--- src/rtl/morse_pkg.sv ---
// Shared Morse types and timing multipliers for the encoder and decoder.
package morse_pkg;

   typedef enum logic [2:0] {
      S_IDLE,
      S_MARK,
      S_GAP,
      S_CHAR_GAP,
      S_WORD_GAP
   } state_t;

   localparam int unsigned DOT_UNITS      = 1;
   localparam int unsigned DASH_UNITS     = 3;
   localparam int unsigned ELEM_GAP_UNITS = 1;
   localparam int unsigned CHAR_GAP_UNITS = 3;
   localparam int unsigned WORD_GAP_UNITS = 4;

   // pat is sent MSB-first from bit[len-1]; 1 = dash, 0 = dot.
   typedef struct packed {
      logic [2:0] len;
      logic [4:0] pat;
      logic       valid;
   } code_t;

   function automatic code_t mk_code(input logic [2:0] len, input logic [4:0] pat);
      code_t c;
      c.len   = len;
      c.pat   = pat;
      c.valid = 1'b1;
      return c;
   endfunction

endpackage

--- src/rtl/morse_code_rom.sv ---
// Combinational ASCII-to-Morse lookup with lower-case folding.
module morse_code_rom
   import morse_pkg::*;
(
   input  logic [7:0] i_char,
   output code_t      o_code
);

   logic [7:0] w_upper;

   always_comb begin
      w_upper = i_char;
      if (i_char >= 8'h61 && i_char <= 8'h7A) w_upper = i_char - 8'h20;
      o_code = '0;
      case (w_upper)
         // Space is valid with zero length: the encoder turns it into a word gap.
         8'h20: o_code = mk_code(3'd0, 5'b00000);
         8'h41: o_code = mk_code(3'd2, 5'b00001);
         8'h42: o_code = mk_code(3'd4, 5'b01000);
         8'h43: o_code = mk_code(3'd4, 5'b01010);
         8'h44: o_code = mk_code(3'd3, 5'b00100);
         8'h45: o_code = mk_code(3'd1, 5'b00000);
         8'h46: o_code = mk_code(3'd4, 5'b00010);
         8'h47: o_code = mk_code(3'd3, 5'b00110);
         8'h48: o_code = mk_code(3'd4, 5'b00000);
         8'h49: o_code = mk_code(3'd2, 5'b00000);
         8'h4A: o_code = mk_code(3'd4, 5'b00111);
         8'h4B: o_code = mk_code(3'd3, 5'b00101);
         8'h4C: o_code = mk_code(3'd4, 5'b00100);
         8'h4D: o_code = mk_code(3'd2, 5'b00011);
         8'h4E: o_code = mk_code(3'd2, 5'b00010);
         8'h4F: o_code = mk_code(3'd3, 5'b00111);
         8'h50: o_code = mk_code(3'd4, 5'b00110);
         8'h51: o_code = mk_code(3'd4, 5'b01101);
         8'h52: o_code = mk_code(3'd3, 5'b00010);
         8'h53: o_code = mk_code(3'd3, 5'b00000);
         8'h54: o_code = mk_code(3'd1, 5'b00001);
         8'h55: o_code = mk_code(3'd3, 5'b00001);
         8'h56: o_code = mk_code(3'd4, 5'b00001);
         8'h57: o_code = mk_code(3'd3, 5'b00011);
         8'h58: o_code = mk_code(3'd4, 5'b01001);
         8'h59: o_code = mk_code(3'd4, 5'b01011);
         8'h5A: o_code = mk_code(3'd4, 5'b01100);
         8'h30: o_code = mk_code(3'd5, 5'b11111);
         8'h31: o_code = mk_code(3'd5, 5'b01111);
         8'h32: o_code = mk_code(3'd5, 5'b00111);
         8'h33: o_code = mk_code(3'd5, 5'b00011);
         8'h34: o_code = mk_code(3'd5, 5'b00001);
         8'h35: o_code = mk_code(3'd5, 5'b00000);
         8'h36: o_code = mk_code(3'd5, 5'b10000);
         8'h37: o_code = mk_code(3'd5, 5'b11000);
         8'h38: o_code = mk_code(3'd5, 5'b11100);
         8'h39: o_code = mk_code(3'd5, 5'b11110);
         default: o_code = '0;
      endcase
   end

endmodule

--- src/rtl/morse_encoder.sv ---
// Single-character Morse keyer: one FSM, one unit counter, one element index.
module morse_encoder
   import morse_pkg::*;
#(
   parameter int unsigned UNIT_CYCLES = 50000
) (
   input  logic       cclk,
   input  logic       rstb,
   input  logic [7:0] send_byte,
   input  logic       send_ena,
   output logic       ready,
   output logic       key,
   output logic       done,
   output logic       err
);

   localparam int unsigned CW = $clog2(WORD_GAP_UNITS * UNIT_CYCLES);
   localparam logic [CW-1:0] L_DOT  = CW'(DOT_UNITS * UNIT_CYCLES - 1);
   localparam logic [CW-1:0] L_DASH = CW'(DASH_UNITS * UNIT_CYCLES - 1);
   localparam logic [CW-1:0] L_EGAP = CW'(ELEM_GAP_UNITS * UNIT_CYCLES - 1);
   localparam logic [CW-1:0] L_CGAP = CW'(CHAR_GAP_UNITS * UNIT_CYCLES - 1);
   localparam logic [CW-1:0] L_WGAP = CW'(WORD_GAP_UNITS * UNIT_CYCLES - 1);

   state_t        r_state, w_state_nxt;
   logic [CW-1:0] r_cnt, w_cnt_nxt;
   logic [2:0]    r_idx, w_idx_nxt;
   logic [7:0]    r_byte, w_byte_nxt;
   logic          r_key, w_key_nxt;
   logic          r_err, w_err_nxt;

   logic [7:0]    w_rom_char;
   code_t         w_code;
   logic [7:0]    w_pat_ext;
   logic [2:0]    w_elem_idx;
   logic [CW-1:0] w_elem_load;
   logic          w_cnt_zero;

   // In IDLE the ROM looks at the incoming byte; otherwise at the latched one.
   assign w_rom_char  = (r_state == S_IDLE) ? send_byte : r_byte;
   assign w_pat_ext   = {3'b000, w_code.pat};
   assign w_elem_idx  = (r_state == S_IDLE) ? (w_code.len - 3'd1) : (r_idx - 3'd1);
   assign w_elem_load = w_pat_ext[w_elem_idx] ? L_DASH : L_DOT;
   assign w_cnt_zero  = (r_cnt == '0);

   morse_code_rom u_rom (
      .i_char (w_rom_char),
      .o_code (w_code)
   );

   always_ff @(posedge cclk) begin
      if (rstb) begin
         r_state <= S_IDLE;
         r_cnt   <= '0;
         r_idx   <= '0;
         r_byte  <= '0;
         r_key   <= 1'b0;
         r_err   <= 1'b0;
      end else begin
         r_state <= w_state_nxt;
         r_cnt   <= w_cnt_nxt;
         r_idx   <= w_idx_nxt;
         r_byte  <= w_byte_nxt;
         r_key   <= w_key_nxt;
         r_err   <= w_err_nxt;
      end
   end

   always_comb begin
      w_state_nxt = r_state;
      w_cnt_nxt   = w_cnt_zero ? r_cnt : r_cnt - CW'(1);
      w_idx_nxt   = r_idx;
      w_byte_nxt  = r_byte;
      w_key_nxt   = r_key;
      w_err_nxt   = 1'b0;
      case (r_state)
         S_IDLE: begin
            if (send_ena) begin
               w_byte_nxt = send_byte;
               if (!w_code.valid) begin
                  w_err_nxt = 1'b1;
               end else if (w_code.len == 3'd0) begin
                  w_state_nxt = S_WORD_GAP;
                  w_cnt_nxt   = L_WGAP;
                  w_key_nxt   = 1'b0;
               end else begin
                  w_state_nxt = S_MARK;
                  w_cnt_nxt   = w_elem_load;
                  w_idx_nxt   = w_elem_idx;
                  w_key_nxt   = 1'b1;
               end
            end
         end
         S_MARK: begin
            if (w_cnt_zero) begin
               w_key_nxt = 1'b0;
               if (r_idx == 3'd0) begin
                  w_state_nxt = S_CHAR_GAP;
                  w_cnt_nxt   = L_CGAP;
               end else begin
                  w_state_nxt = S_GAP;
                  w_cnt_nxt   = L_EGAP;
               end
            end
         end
         S_GAP: begin
            if (w_cnt_zero) begin
               w_state_nxt = S_MARK;
               w_cnt_nxt   = w_elem_load;
               w_idx_nxt   = w_elem_idx;
               w_key_nxt   = 1'b1;
            end
         end
         S_CHAR_GAP, S_WORD_GAP: begin
            if (w_cnt_zero) w_state_nxt = S_IDLE;
         end
         default: w_state_nxt = S_IDLE;
      endcase
   end

   assign ready = (r_state == S_IDLE) && !rstb;
   assign key   = r_key;
   assign err   = r_err;
   assign done  = r_err ||
                  (w_cnt_zero && (r_state == S_CHAR_GAP || r_state == S_WORD_GAP));

endmodule

--- config.mk ---
export PLATFORM = sky130hd
export DESIGN_NAME = morse_encoder
export DESIGN_NICKNAME = d
export VERILOG_FILES = /design/src/rtl/morse_pkg.sv /design/src/rtl/morse_code_rom.sv /design/src/rtl/morse_encoder.sv
export SDC_FILE = /design/constraint.sdc
export NUM_CORES = 1
export LEC_CHECK = 0
export BUFFER_PORTS_ARGS = -buffer_cell sky130_fd_sc_hd__buf_2
export CAP_MARGIN = 0
export CORE_ASPECT_RATIO = 0.7
export CORE_UTILIZATION = 58
export DETAILED_ROUTE_END_ITERATION = 6
export GPL_ROUTABILITY_DRIVEN = 0
export PLACE_DENSITY = 0.76
export SKIP_LAST_GASP = 1
export SYNTH_ARGS = -nofsm -noshare
export SYNTH_HDL_FRONTEND = slang
export SYNTH_HIERARCHICAL = 1
export SYNTH_SLANG_ARGS = --single-unit
--- constraint.sdc ---
create_clock -name cclk -period 10.25 [get_ports cclk]
set_input_delay 1.5375 -clock cclk [delete_from_list [all_inputs] [get_ports cclk]]
set_output_delay 1.5375 -clock cclk [all_outputs]
set_load 0.005 [all_outputs]
==> summary.md, run 1 <==
| Metric | Value |
|---|---|
| Outcome | finished clean |
| Fin cells | 445 |
| Setup Crit Path Kind | in2reg |
| CP Max Fanout | 14 |
| Asr flop ratio synth | 0 |
| Max clock buf depth | 2 |
| Sequential cell area | 681 sq um |
| Drt via density | 6.46 |
| CP Launch Type | input pin |
| Root Driver | clkbuf_8 |
| CTS clk-pin slew, worst paths | ~0.08 ns |
| DRC Markers | 0 |
| Max-slew headroom | 0.275 |
| Number of enable flip-flop cells after synthesis | 0 |
| Wire per inst | 16.5 microns |
| Seq cells post-synth | 34 |
| GRT Util Overall | 0.295 |
| Seq/Total Area, Yosys | 0.244 |
| Static Leak | between 0.001 and 0.0015 uW |
| HP Class | reg2reg |
| Area of the core | 4480 sq um |
| Clock buffer count from CTS | 5 |
| CP Cell Sequence | buf_2, nand2_1, nand2_1, inv_1, ha_1, or4b_4, or3_1, o2111a_2, a21oi_1, nor2_1, mux2i_1, ha_1, xor2_1, a211oi_1, a31oi_1, a211oi_1, nand2b_1, a31oi_1 |
| Met2 WL | 2940 microns |
| PwrDens | 360 nW/um^2 |
| 1st-iter DRT viols | 347 |
| Layout Skew | roughly 0.014 ns |
| Initial antenna violation count | 0 |
| CTS tree | built |
| Fillers | 415 |
| Fin crit share | 0.553 |
| Uppermost routed layer | met4 |
| Port Buffers | 14 |
| Max-slew violations | 0 |
| Routed met3 length | between 700 and 800 microns |
| Cells after DPL | 437 |
| Worst hold margin | 0.460 ns |
| Critical Path Max Stage Delay | 0.51 ns |
| Nets | between 400 and 500 |
| CTS H-tree depth | 2 |
| End-of-flow core utilization | 0.653 |
| Hold_buf cts | 0 |
| Initial Util | 0.623 |
| Final Setup Violations | 0 |
| Diode count | 0 |
| Pre-Repair DR Iteration Count | 5 |
| Worst-skew pair later-pin latency | 0.30 ns |
| Die Y | 60.0 microns |
| GRT overflow | 0 |
| Detail Placement HPWL | 5320 microns |
| Die area | 5100 sq um |
| Hold Fails Final Rpt | 0 |
| Mean Syn Cell Area | 7.12 sq um |
| IO Pins | 15 |
| Total Wirelength | 7360 microns |
| Total power | 1050 uW |
| Met1 wire length | between 3000 and 4000 microns |
| # rows | 20 |
| CP max-delay cell | a211oi_1 |
| Resize count post-CTS | 0 |
| Syn Nets | 413 |
| Post-route ant nets | 0 |
| Cell count after synthesis | ~390 |
| Share of layout cells above drive strength 1 | 0.0872 |
| Yosys cell types | 57 |
| Unrepaired setup endpoints after global routing | no |
| First-pass GRT wire length | 11600 microns |
| Synth Warn # | 6 |
| CTS Sinks | 34 |
| Most common flop cell mapped by yosys | dfxtp_1 |
| Final Critical Period | approximately 5.7 ns |
| Maximum capacitance violations | 0 |
| Setup crit end kind | register |
| VDD IR max | approximately 0.00016 V |
| Footprint of the multi-input gates | 1960 sq um |
| Tightest Pin Transition | 1.08 ns |
| Largest net degree at the start of global routing | 34 |
| Worst EP required | 10.41 ns |
| Number of global-route vias before repair | 2343 |
| CP arrival | 5.83 ns |
| Die width | approximately 85 microns |
| Setup TNS | 0 ns |
| Via Count | around 2900 |
| Postcts setup bufs | 0 |
| Synthesized area | around 2800 sq um |
| Max Fclk | 176 MHz |
| Area delta synth->final | 4.80% |
[final timing paths]
path / start / slack, ns / to / depth (start not counted)
worst max-delay path: send_byte[1] / 4.58 / r_cnt[7] / 18
worst min-delay path: r_byte[7] / 0.46 / r_byte[7] / 2
worst max register to register: r_state[2] / 4.74 / r_cnt[7] / 18
worst min register to register: r_byte[7] / 0.46 / r_byte[7] / 2
[routing by layer]
metal | vias up | track usage
met5 | - | 0
met4 | 0 | 0.0799
met3 | 7 | 0.0663
met2 | 164 | 0.400
met1 | 1312 | 0.457
li1 | 1392 | -
[registers in the layout, summed over array words and instances, names as in the netlist]
signal and count:
r_cnt 18, r_byte 8, r_state 3, key 1, err 1, r_idx 3
[stage by stage]
stage          setup slack, ns  instance area [sq um]
4_1_cts                   4.74                   2920
3_5_place_dp              4.44                   2830
2_1_floorplan             5.13                   2790
3_3_place_gp              4.52                   2830
5_1_grt                   4.34                   2920
6_report                  4.58                   2920
[kinds of logic (layout without fill, tap and decap cells)]
group	after synthesis	after routing	share of synthesized area
AND/OR/NAND/NOR	173	173	0.308
AO/OA/AOI/OAI	111	111	0.254
buffers and inverters	36	34	0.0520
flip-flops	34	34	0.244
XOR/XNOR	17	17	0.0534
multiplexers	11	11	0.0439
adder cells (fa/ha/maj)	10	10	0.0448
[layout make-up]
class,count,area share
inverters,12,0.0154
well taps,55,0.0235
clock inverters,2,0.00428
repair buffers,14,0.0240
clock buffers,6,0.0282
multi-input cells,322,0.672
flip-flops and latches,34,0.233
[cell usage in the layout (no fill, tap or decap), drive strengths merged, types with 11 or more instances in the layout]
master / instances
dfxtp: 34
buf: 14
nand2: 64
or3: 12
inv: 11
o21ai: 18
nor2: 36
a21oi: 41
a211oi: 12
nor3: 17
[cell usage after synthesis (2+ instances only)]
cell / number / area [sq um]
a211oi_1: 12 / 90.1
a21o_1: 5 / 37.5
a21oi_1: 41 / 205
a22oi_1: 3 / 22.5
a2bb2oi_1: 2 / 17.5
a31oi_1: 6 / 37.5
a32oi_1: 3 / 26.3
and2_1: 3 / 18.8
and3_1: 3 / 18.8
buf_2: 2 / 10.0
clkbuf_1: 21 / 78.8
dfxtp_1: 34 / 681
ha_1: 10 / 125
inv_1: 10 / 37.5
mux2i_1: 10 / 100
nand2_1: 64 / 240
nand2b_1: 9 / 56.3
nand3_1: 6 / 30.0
nor2_1: 36 / 135
nor2b_1: 8 / 50.1
nor3_1: 15 / 75.1
nor3b_1: 2 / 15.0
o211ai_1: 5 / 37.5
o21ai_0: 18 / 90.1
o221ai_1: 2 / 17.5
o32ai_1: 2 / 17.5
or2_2: 3 / 18.8
or3_1: 12 / 75.1
or4_1: 2 / 15.0
xnor2_1: 8 / 70.1
xor2_1: 9 / 78.8
[where the power goes]
group	total [uW]	switching (uW)	internal, uW
registers	218	43.4	174
logic	727	459	268
clock network	109	54.5	54.0
[critical path, delay by kind of cell]
family,cells,cell delay [ns]
simple gates,6,1.39
fa+ha+maj,2,0.57
buf+inv,2,0.41
xor+xnor,1,0.19
compound gates,6,1.40
mux,1,0.31
No activity file was read; power rests on OpenSTA's default activity.
==> run 2: changes to the inputs <==
Settings changed: ABC_AREA from default to 1, CORE_UTILIZATION 58 to 56, PLACE_DENSITY 0.76 to 0.77.
Clock period 10.25 ns to 4.87 ns, I/O delays scaled along.
==> summary.md, run 2 <==
| Metric | Value |
|---|---|
| Outcome | finished clean |
| Yosys cell types | 38 |
| CTS clk-pin slew, worst paths | 0.08 ns |
| Max reg flops | 18 |
| Area of the core | 5230 sq um |
| Maximum capacitance violations | 0 |
| Dominant cell type by area after synthesis | dfxtp_1 |
| Initial antenna violation count | 0 |
| Seq/Total Area, Yosys | 0.224 |
| Cells after DPL | 590 |
| Max Fclk | 227 MHz |
| Fin cells | 598 |
| Synthesized area | 3040 sq um |
| Worst EP required | 5.04 ns |
| Fin crit share | 0.904 |
| CP Max Fanout | 21 |
| Postcts setup bufs | 0 |
| Initial Util | 0.581 |
| CP arrival | 4.58 ns |
| Setup TNS | 0 ns |
| 1st-iter DRT viols | 300 |
| Commonest non-fill, non-tap cell in the layout | nand2_1 |
| Asr flop ratio synth | 0 |
| Post-route ant nets | 0 |
| Clock buffer count from CTS | 5 |
| Number of enable flip-flop cells after synthesis | 0 |
| Die area | about 5700 sq um |
| CTS tree | built |
| Drt via density | about 5.5 |
| Max-slew headroom | 0.356 |
| Seq cells post-synth | 34 |
| Share of layout cells above drive strength 1 | 0.146 |
| Port Buffers | 14 |
| Main area contributors after synthesis | dfxtp_1 22%, nand2_1 17%, inv_1 8.7%, nand3_1 7.1%, o21ai_0 6.8% |
| Setup crit end kind | register |
| Layout Skew | 0.00744 ns |
| GRT overflow | 0 |
| Root Driver | clkbuf_8 |
| Reg with most FFs | r_cnt |
| Hold_buf cts | 0 |
| Synth Warn # | 6 |
| Mean Syn Cell Area | 5.94 sq um |
| Tightest Pin Transition | about 0.96 ns |
| CP Launch Type | register |
| Cell count after synthesis | between 500 and 600 |
| Max clock buf depth | 2 |
| End-of-flow core utilization | 0.625 |
| Largest regs | r_cnt: 18 flops, r_byte: 8 flops |
| Commonest cells after routing, fill and taps aside | 134 x nand2_1, 70 x inv_1, 49 x nor2_1 |
| Top-count cell post-synth | nand2_1 |
| Final Setup Violations | 0 |
| Wire per inst | between 10 and 15 microns |
| Number of global-route vias before repair | 2967 |
| Hold Fails Final Rpt | 0 |
| Most common library cells after synthesis | 134 x nand2_1, 70 x inv_1, 49 x nor2_1 |
| Unrepaired setup endpoints after global routing | no |
| DRC Markers | 0 |
| Detail Placement HPWL | approximately 6400 microns |
| Setup Crit Path Kind | reg2reg |
| CTS Sinks | 34 |
| Via Count | between 3000 and 4000 |
| Diode count | 0 |
| GRT Util Overall | 0.308 |
| Pre-Repair DR Iteration Count | 5 |
| Die width | 90.0 microns |
| Final Critical Period | 4.40 ns |
| # rows | 22 |
| Worst-skew pair later-pin latency | 0.29 ns |
| Yosys top cell area share | 0.224 |
| Max-slew violations | 0 |
| Most common flop cell mapped by yosys | dfxtp_1 |
| IO Pins | 15 |
| Nets | between 500 and 600 |
| Syn Nets | 532 |
| HP Class | reg2reg |
| Area delta synth->final | 7.66% |
| Resize count post-CTS | 0 |
| First-pass GRT wire length | roughly 14000 microns |
| Largest net degree at the start of global routing | 22 |
| CTS H-tree depth | 2 |
| Total Wirelength | 8380 microns |
| Die Y | between 60 and 70 microns |
## run 2: cell count changes after synthesis, moves of 12 or more
cell	delta
nand2_1	+70
inv_1	+60
nand3_1	+37
o21ai_0	+23
clkbuf_1	-18
a21oi_1	-14
nor2_1	+13
or3_1	-12
## run 2: per-layer routing
layer / global-route usage / vias up / routed length [microns]
met3: 0.0797 / 26 / 808
li1: - / 1665 / -
met4: 0.0806 / 0 / 142
met2: 0.432 / 158 / 3260
met5: 0 / - / 0
met1: 0.458 / 1451 / 4170
## run 2: metrics by stage
stage | hold slack (ns) | setup slack [ns] | cell area (sq um)
floorplan | 0.424 | 0.793 | 3040
global placement | 0.434 | 0.814 | 3160
detailed placement | 0.441 | 0.652 | 3160
CTS | 0.451 | 0.614 | 3270
global route | 0.476 | 0.0469 | 3270
finish | 0.449 | 0.467 | 3270
## run 2: final cells by class
cell class | count | area, sq um
multi-input combinational | 384 | 1970
fill | 511 | 1960
sequential | 34 | 681
inverter | 79 | 298
timing repair buffer | 21 | 123
clock buffer | 8 | 110
tap | 72 | 90.1
## run 2: path summary, 6_finish.rpt
check | end | cells past startpoint | slack [ns] | from
worst max-delay path | r_cnt[7] | 27 | 0.47 | r_state[0]
worst max register to register | r_cnt[7] | 27 | 0.47 | r_state[0]
worst min-delay path | r_byte[1] | 2 | 0.45 | r_byte[1]
worst min register to register | r_byte[1] | 2 | 0.45 | r_byte[1]
## run 2: worst max-delay path, cell delays in order, from the launching register on
cell and delay, ns:
dfxtp_1 0.44, inv_1 0.06, nand2_1 0.06, nor2_1 0.04
buf_4 0.20, o21ai_0 0.71, buf_4 0.30, nand3_1 0.09
nand3_1 0.18, nand3_2 0.24, a21oi_1 0.26, nor2_1 0.07
nor2_1 0.21, nand3_2 0.13, nand2_2 0.10, inv_1 0.06
ha_1 0.31, inv_1 0.06, nand3_1 0.08, nand2_1 0.05
nand2_1 0.08, nand3_1 0.08, nand2_1 0.10, nand3_2 0.13
nand2_1 0.09, inv_1 0.04, nor2_1 0.08, nor2_1 0.04
## run 2: cells by family (layout without fill, tap and decap cells)
kind of cell	count (synthesis)	after routing	synth area share
XOR/XNOR	8	8	0.0231
buffers and inverters	93	108	0.128
adder cells (fa/ha/maj)	10	10	0.0412
AO/OA/AOI/OAI	88	88	0.160
flip-flops	34	34	0.224
AND/OR/NAND/NOR	278	278	0.424
Power of run 2 is left out: the tool's default activity adds up to more than one toggle a clock period on the data nets, which glitch-free logic cannot reach.
